--- src/rtl/param_seq_detector.sv ---
// Serial sequence detector with a runtime-loadable pattern, overlap mode and a saturating hit counter.
// Define SEQ_DET_MASK_EN to add a per-bit compare mask (mask_in, latched on load).
module param_seq_detector #(
  parameter int                   PATTERN_W   = 4,
  parameter int                   CNT_W       = 8,
  parameter logic [PATTERN_W-1:0] RST_PATTERN = 4'b1011
) (
  input  logic                 clk,
  input  logic                 rst,
  input  logic                 en,
  input  logic                 load,
  input  logic [PATTERN_W-1:0] pattern_in,
  input  logic                 overlap_in,
`ifdef SEQ_DET_MASK_EN
  input  logic [PATTERN_W-1:0] mask_in,
`endif
  input  logic                 x,
  input  logic                 x_valid,
  input  logic                 cnt_clr,
  output logic                 z,
  output logic [CNT_W-1:0]     match_cnt,
  output logic                 cnt_sat,
  output logic                 busy,
  output logic [1:0]           state_dbg
);

  typedef enum logic [1:0] {
    IDLE = 2'd0,
    FILL = 2'd1,
    HUNT = 2'd2
  } state_t;

  localparam int              FW       = $clog2(PATTERN_W + 1);
  localparam logic [FW-1:0]   FILL_MAX = FW'(PATTERN_W);
  localparam logic [CNT_W-1:0] CNT_MAX = '1;

  state_t               state;
  logic [PATTERN_W-1:0] sr;
  logic [FW-1:0]        fill;
  logic [PATTERN_W-1:0] pattern_q;
  logic                 overlap_q;
  logic [PATTERN_W-1:0] cmp_mask;

`ifdef SEQ_DET_MASK_EN
  logic [PATTERN_W-1:0] mask_q;
  assign cmp_mask = mask_q;
`else
  assign cmp_mask = '1;
`endif

  logic [PATTERN_W-1:0] sr_shift;
  logic [FW-1:0]        fill_inc;
  logic                 hit;
  logic                 accept;
  logic [CNT_W-1:0]     cnt_next;

  // x is consumed on any edge with x_valid=1 while en=1, load=0 and the
  // state is FILL or HUNT; there is no backpressure, unaccepted bits are lost.
  always_comb begin
    sr_shift = {sr[PATTERN_W-2:0], x};
    fill_inc = (fill == FILL_MAX) ? FILL_MAX : fill + 1'b1;
    hit      = (fill_inc == FILL_MAX) && ((sr_shift & cmp_mask) == (pattern_q & cmp_mask));
    accept   = en && !load && (state != IDLE) && x_valid;
    cnt_next = match_cnt;
    if (cnt_clr)
      cnt_next = '0;
    else if (accept && hit && (match_cnt != CNT_MAX))
      cnt_next = match_cnt + 1'b1;
  end

  assign state_dbg = state;

  always_ff @(posedge clk or negedge rst) begin
    if (!rst) begin
      state     <= IDLE;
      sr        <= '0;
      fill      <= '0;
      pattern_q <= RST_PATTERN;
      overlap_q <= 1'b1;
`ifdef SEQ_DET_MASK_EN
      mask_q    <= '1;
`endif
      z         <= 1'b0;
      match_cnt <= '0;
      cnt_sat   <= 1'b0;
      busy      <= 1'b0;
    end else begin
      match_cnt <= cnt_next;
      cnt_sat   <= (cnt_next == CNT_MAX);
      z         <= accept && hit;
      if (load) begin
        pattern_q <= pattern_in;
        overlap_q <= overlap_in;
`ifdef SEQ_DET_MASK_EN
        mask_q    <= mask_in;
`endif
      end
      if (!en) begin
        state <= IDLE;
        busy  <= 1'b0;
        sr    <= '0;
        fill  <= '0;
      end else if (load) begin
        state <= FILL;
        busy  <= 1'b1;
        sr    <= '0;
        fill  <= '0;
      end else if (state == IDLE) begin
        state <= FILL;
        busy  <= 1'b1;
      end else if (x_valid) begin
        sr <= sr_shift;
        // Non-overlap restarts the fill so the next hit needs a full fresh window.
        if (hit && !overlap_q) begin
          fill  <= '0;
          state <= FILL;
        end else begin
          fill  <= fill_inc;
          state <= (fill_inc == FILL_MAX) ? HUNT : FILL;
        end
      end
    end
  end

endmodule

--- config.mk ---
export PLATFORM = sky130hd
export DESIGN_NAME = param_seq_detector
export DESIGN_NICKNAME = d
export VERILOG_FILES = /design/src/rtl/param_seq_detector.sv
export SDC_FILE = /design/constraint.sdc
export NUM_CORES = 1
export LEC_CHECK = 0
export BUFFER_PORTS_ARGS = -buffer_cell sky130_fd_sc_hd__buf_2
export CORE_MARGIN = 3
export CORE_UTILIZATION = 45
export CTS_CLUSTER_SIZE = 28
export DETAILED_ROUTE_END_ITERATION = 12
export PLACE_DENSITY = 0.74
export SLEW_MARGIN = 20
export SYNTH_ARGS = -nofsm -noshare
export SYNTH_HDL_FRONTEND = slang
export SYNTH_SLANG_ARGS = --single-unit
--- constraint.sdc ---
create_clock -name clk -period 4.5 [get_ports clk]
set_input_delay 0.9 -clock clk [delete_from_list [all_inputs] [get_ports clk]]
set_output_delay 0.9 -clock clk [all_outputs]
set_load 0.005 [all_outputs]
Yosys cells after proc, flatten, opt, wreduce, memory -nomap -nowiden

Index checks and enable logic that the tools add are counted.

Flip-flop bits (word level): 24
Latch bits: 0
Bits in writable memories: 0
Bits in read-only memories: 0
Bits of input ports: 12
Word-level logic and storage cells: 53
Memories: 0

Add/subtract/negate cells: 2
Multipliers: 0
Divide/modulo/power cells: 0
Order comparisons: 0
Equality and inequality tests: 9
Shifts and indexed selects: 0
Multiplexer cells: 21
Bitwise logic cells: 0
Reduce and logical (&&, ||, !) cells: 12

Operator list:

| kind                                                                    | number |
|---|---|
| 3-bit 2-to-1 mux                                                        | 10 |
| 8-bit 2-to-1 mux                                                        | 2 |
| 2-bit 2-to-1 mux                                                        | 6 |
| 8-bit by 1-bit adder with 8-bit output, second input constant           | 1 |
| 8-bit equality test, second input constant                              | 1 |
| 8-bit inequality test, second input constant                            | 1 |
| 1-bit logical AND                                                       | 7 |
| 3-bit equality test, second input constant                              | 2 |
| 3-bit by 1-bit inequality test with 1-bit output, second input constant | 2 |
| 4-bit equality test                                                     | 1 |
| 4-bit by 1-bit inequality test with 1-bit output, second input constant | 1 |
| 3-bit by 1-bit adder with 3-bit output, second input constant           | 1 |
| 1-bit 2-to-1 mux                                                        | 3 |
| 3-bit inequality test, second input constant                            | 1 |
| 1-bit zero test                                                         | 2 |
| 2-bit zero test                                                         | 1 |
| 2-bit AND reduction                                                     | 1 |
| 2-bit nonzero test                                                      | 1 |

Logic depth before layout (Yosys ltp)

Depth in word-level cells: 10
Depth in mapped cells: 9
Mapped depth without buffers: 8

Least setup slack after synthesis

OpenSTA, ideal clock, no wires.

Path kind: input -> register
Start point: input load
End point: register cnt_sat
Data arrival time: 2.317 ns
Path slack: 2.088 ns
Stages on the path: 9
Cell sequence: buf_6 -> o21ba_4 -> and3_4 -> buf_6 -> and3_4 -> buf_6 -> nand4_1 -> xor2_1 -> nor4b_2

Longest elaborated chain between the ends: 9

RTL lines:

| what                           | RTL line | RTL |
|---|---|---|
| from (decl)                    | 11       | `input logic load,` |
| 1-bit zero test                | 63       | `accept = en && !load && (state != IDLE) && x_valid;` |
| 1-bit logical AND (3 in a row) | 63       |  |
| 1-bit logical AND (2 in a row) | 67       | `else if (accept && hit && (match_cnt != CNT_MAX))` |
| 8-bit 2-to-1 mux               | 67       |  |
| 8-bit 2-to-1 mux               | 65       | `if (cnt_clr)` |
| 8-bit equality test            | 89       | `cnt_sat <= (cnt_next == CNT_MAX);` |
| to (signal assigned)           | 89       |  |
| to (decl)                      | 22       | `output logic cnt_sat,` |

Every way passes these cells.
A chain may end at the register's enable or synchronous reset.

Worst setup path after layout

Start point: input x
End point: register cnt_sat

Longest elaborated chain between the ends: 7

RTL lines:

| what                           | RTL line | RTL |
|---|---|---|
| from (decl)                    | 17       | `input logic x,` |
| 4-bit equality test            | 62       | `hit = (fill_inc == FILL_MAX) && ((sr_shift & cmp_mask) == (pattern_q & cmp_mask));` |
| 1-bit logical AND              | 62       |  |
| 1-bit logical AND (2 in a row) | 67       |  |
| 8-bit 2-to-1 mux               | 67       |  |
| 8-bit 2-to-1 mux               | 65       |  |
| named net cnt_next[6]          | 55       | `logic [CNT_W-1:0] cnt_next;` |
| 8-bit equality test            | 89       |  |

The timed path passes the listed nets, and every way through them passes these cells.

==> impl_metrics.py <==
metrics = {
    "synth": {
        "synth_fa_ha_area_share_pct": 2.89,
        "synth_compound_area_share_pct": 14.2,
        "muxShareOfSynthArea_pct": 4.33,
        "yosysSeqAreaShare_pct": 46.6,
        "syn_nets": 132,
        "ys_ff_latch": 24,
        "ys_types": 37,
        "synthCells": 117,
        "synth_top_family_by_area": "simple AND/OR/NAND/NOR gates",
        "synth-xor-area-share_pct": 7.41,
        "synth_area_um2": 1300,
        "yosysWarnings": 0,
        "syn_area_per_cell_um2": 11.1,
        "yosys.area_share.simple_pct": 19.6,
    },
    "min_path": {
        "hold_class": "reg2reg",
    },
    "cells_and_area": {
        "drive_above_1_share_pct": 37.4,
        "syn_to_final_growth_pct": 12.7,
        "layout_common_cells": "buf_2 (24), dfrtp_1 (20), xor2_1 (9)",
        "final_common_cell": "buf_2",
        "layout.cells.non_filler": 169,
        "insertedDiodeCount": 0,
        "num-nets-final": 155,
    },
    "clock_network": {
        "postCtsResizedCells": 0,
        "insertion_delay_ns": 0.31,
        "htree_levels": 1,
        "cts.sinks": 24,
        "post-cts-setup-buffers": 0,
        "cts-hold-fix-buffers": 0,
        "cts_root_buf": "clkbuf_4",
        "clk_path_buf_depth": 2,
        "numCtsBuffers": 3,
        "clkTransAtPathRegs_ns": 0.13,
        "cts_tree": "done",
    },
    "status": {
        "status": "complete, no violations",
    },
    "route": {
        "first_iter_violations": 12,
        "drt-total-wl_mm": 2.40,
        "ant_nets": 0,
        "drc_errors": 0,
        "viasPerCell": 5.51,
        "firstDrtPassIters": 4,
        "wl_per_cell_um": 14.2,
        "vias": 931,
    },
    "grt": {
        "grt_max_degree": 25,
        "grt_usage_pct": 15.0,
        "antenna_found_initial": 0,
        "overflow": 0,
        "grt_first_pass_wirelength_mm": 4.12,
        "grt_pass1_vias": 944,
    },
    "sta": {
        "finalCriticalPeriod_ns": 2.35,
        "fmax_ghz": 0.426,
        "timing.hold.ws_ns": 0.534,
        "setup_viol": 0,
        "clock_skew_ns": 0.00852,
        "slew_viol_final": 0,
        "hold_viol": 0,
        "rsz0062_at_grt": "no",
        "tightest_slew_ns": 0.519,
        "setup_ws_ns": 2.15,
        "relSlewSlack_pct": 65.4,
        "min_period_over_period_pct": 52.1,
        "finalSetupTns_ns": 0,
    },
    "placement": {
        "pre_cts_ws_ns": 1.87,
        "dpl.hpwl_mm": 1.81,
        "routabilityCongestion": 0.822,
        "dp_cells": 165,
        "io_buffers": 24,
    },
    "die": {
        "floorplan.rows": 18,
        "core-area_um2": 2610,
        "die_w_um": 59.8,
        "pin_count": 25,
        "start_util_pct": 49.8,
        "die-area_um2": 3570,
        "die_h_um": 59.8,
    },
    "worst_setup_path": {
        "critPathCaptureType": "flop",
        "cp_max_fo": 12,
        "cp.required_ns": 4.71,
        "cp.arrival_ns": 2.56,
        "critPathLaunchType": "input pin",
        "crit_type": "in2reg",
    },
    "power": {
        "vdd_drop_max_mv": 0.172,
        "total_leakage_power_nw": 0.680,
        "p_total_w": 0.000413,
        "p_per_area_nw_per_um2": 282,
    },
    "run": {
        "drv_cap": 0,
    },
}
## final timing paths
path	from	endpoint	slack [ns]	depth (start not counted)
max in group asynchronous	rst	overlap_q	3.59	1
min reg2reg	busy	busy	0.53	2
max reg2reg	fill[0]	cnt_sat	2.20	7
min in group asynchronous	rst	pattern_q[2]	0.54	1
min	busy	busy	0.53	2
max	x	cnt_sat	2.15	7
## final cells by class
class | count | area, um2
timing repair buffer | 24 | 120
fill | 227 | 1150
multi-input combinational | 82 | 631
tap | 30 | 37.5
inverter | 5 | 18.8
clock buffer | 3 | 22.5
clock inverter | 1 | 30.0
sequential | 24 | 606
## critical path: stages
cell and delay (ns):
buf_2 0.11, xor2_1 0.14, nor4_2 0.41, and3_4 0.34
a31oi_1 0.10, a311oi_1 0.29, nor4b_2 0.26
## report_power, final
part	total, W	switching [W]	internal [W]
sequential	0.000229	0.00000455	0.000225
clock	0.000152	0.0000624	0.0000899
combinational	0.0000312	0.0000161	0.0000151
total	0.000413	0.0000830	0.000330
## metal layers
layer | track usage [%] | wire length [um]
met1 | 19.7 | 1080
met2 | 25.2 | 1200
met3 | 1.94 | 94
met4 | 5.06 | 25
met5 | 0 | 0
## state kept, by name (all words and copies together) (netlist names)
register / count
pattern_q: 4
z: 1
match_cnt: 8
sr: 3
overlap_q: 1
busy: 1
cnt_sat: 1
fill: 3
state_dbg: 2
## logic make-up after synthesis
logic type / after synthesis
AND/OR/NAND/NOR: 42
multiplexers: 5
XOR/XNOR: 11
adder cells (fa/ha/maj): 3
buffers and inverters: 11
AO/OA/AOI/OAI: 21
flip-flops: 24
## metrics by stage
stage / utilization [%] / instance area [um2]
floorplan: - / 1300
global placement: 54.1 / 1410
detailed placement: 54.1 / 1410
CTS: 56.1 / 1470
global route: 56.1 / 1470
finish: 56.1 / 1470
## cells in the mapped netlist
| cell type | n | area share, % |
|---|---|---|
| dfrtp_1 | 20 | 38 |
| xor2_1 | 9 | 6.1 |
| nor2_1 | 7 | 2.0 |
| nand2_1 | 6 | 1.7 |
| nand3_1 | 6 | 2.3 |
| a22o_2 | 5 | 3.9 |
| inv_1 | 5 | 1.4 |
| mux2_2 | 5 | 4.3 |
| and2_1 | 4 | 1.9 |
| and3_1 | 4 | 1.9 |
| dfstp_2 | 4 | 8.1 |
| a21oi_1 | 3 | 1.2 |
| a31oi_1 | 3 | 1.4 |
| buf_6 | 3 | 2.6 |
| ha_1 | 3 | 2.9 |
| nand3b_1 | 3 | 1.7 |
| nand4_1 | 3 | 1.4 |
| and3_4 | 2 | 1.7 |
| clkbuf_1 | 2 | 0.58 |
| o21ai_0 | 2 | 0.77 |
| xnor2_1 | 2 | 1.3 |
| a211oi_1 | 1 | 0.58 |
| a21boi_0 | 1 | 0.58 |
| a221oi_4 | 1 | 2.0 |
| a311oi_1 | 1 | 0.67 |
| and3_2 | 1 | 0.58 |
| and3b_2 | 1 | 0.77 |
| buf_1 | 1 | 0.29 |
| nand2b_1 | 1 | 0.48 |
| nor3_1 | 1 | 0.38 |
| nor4_2 | 1 | 0.96 |
| nor4b_2 | 1 | 1.2 |
| o21a_1 | 1 | 0.58 |
| o21ai_1 | 1 | 0.38 |
| o21ba_4 | 1 | 1.3 |
| o31ai_2 | 1 | 0.96 |
| or2_2 | 1 | 0.48 |
Power figures use the tool's default switching activity.
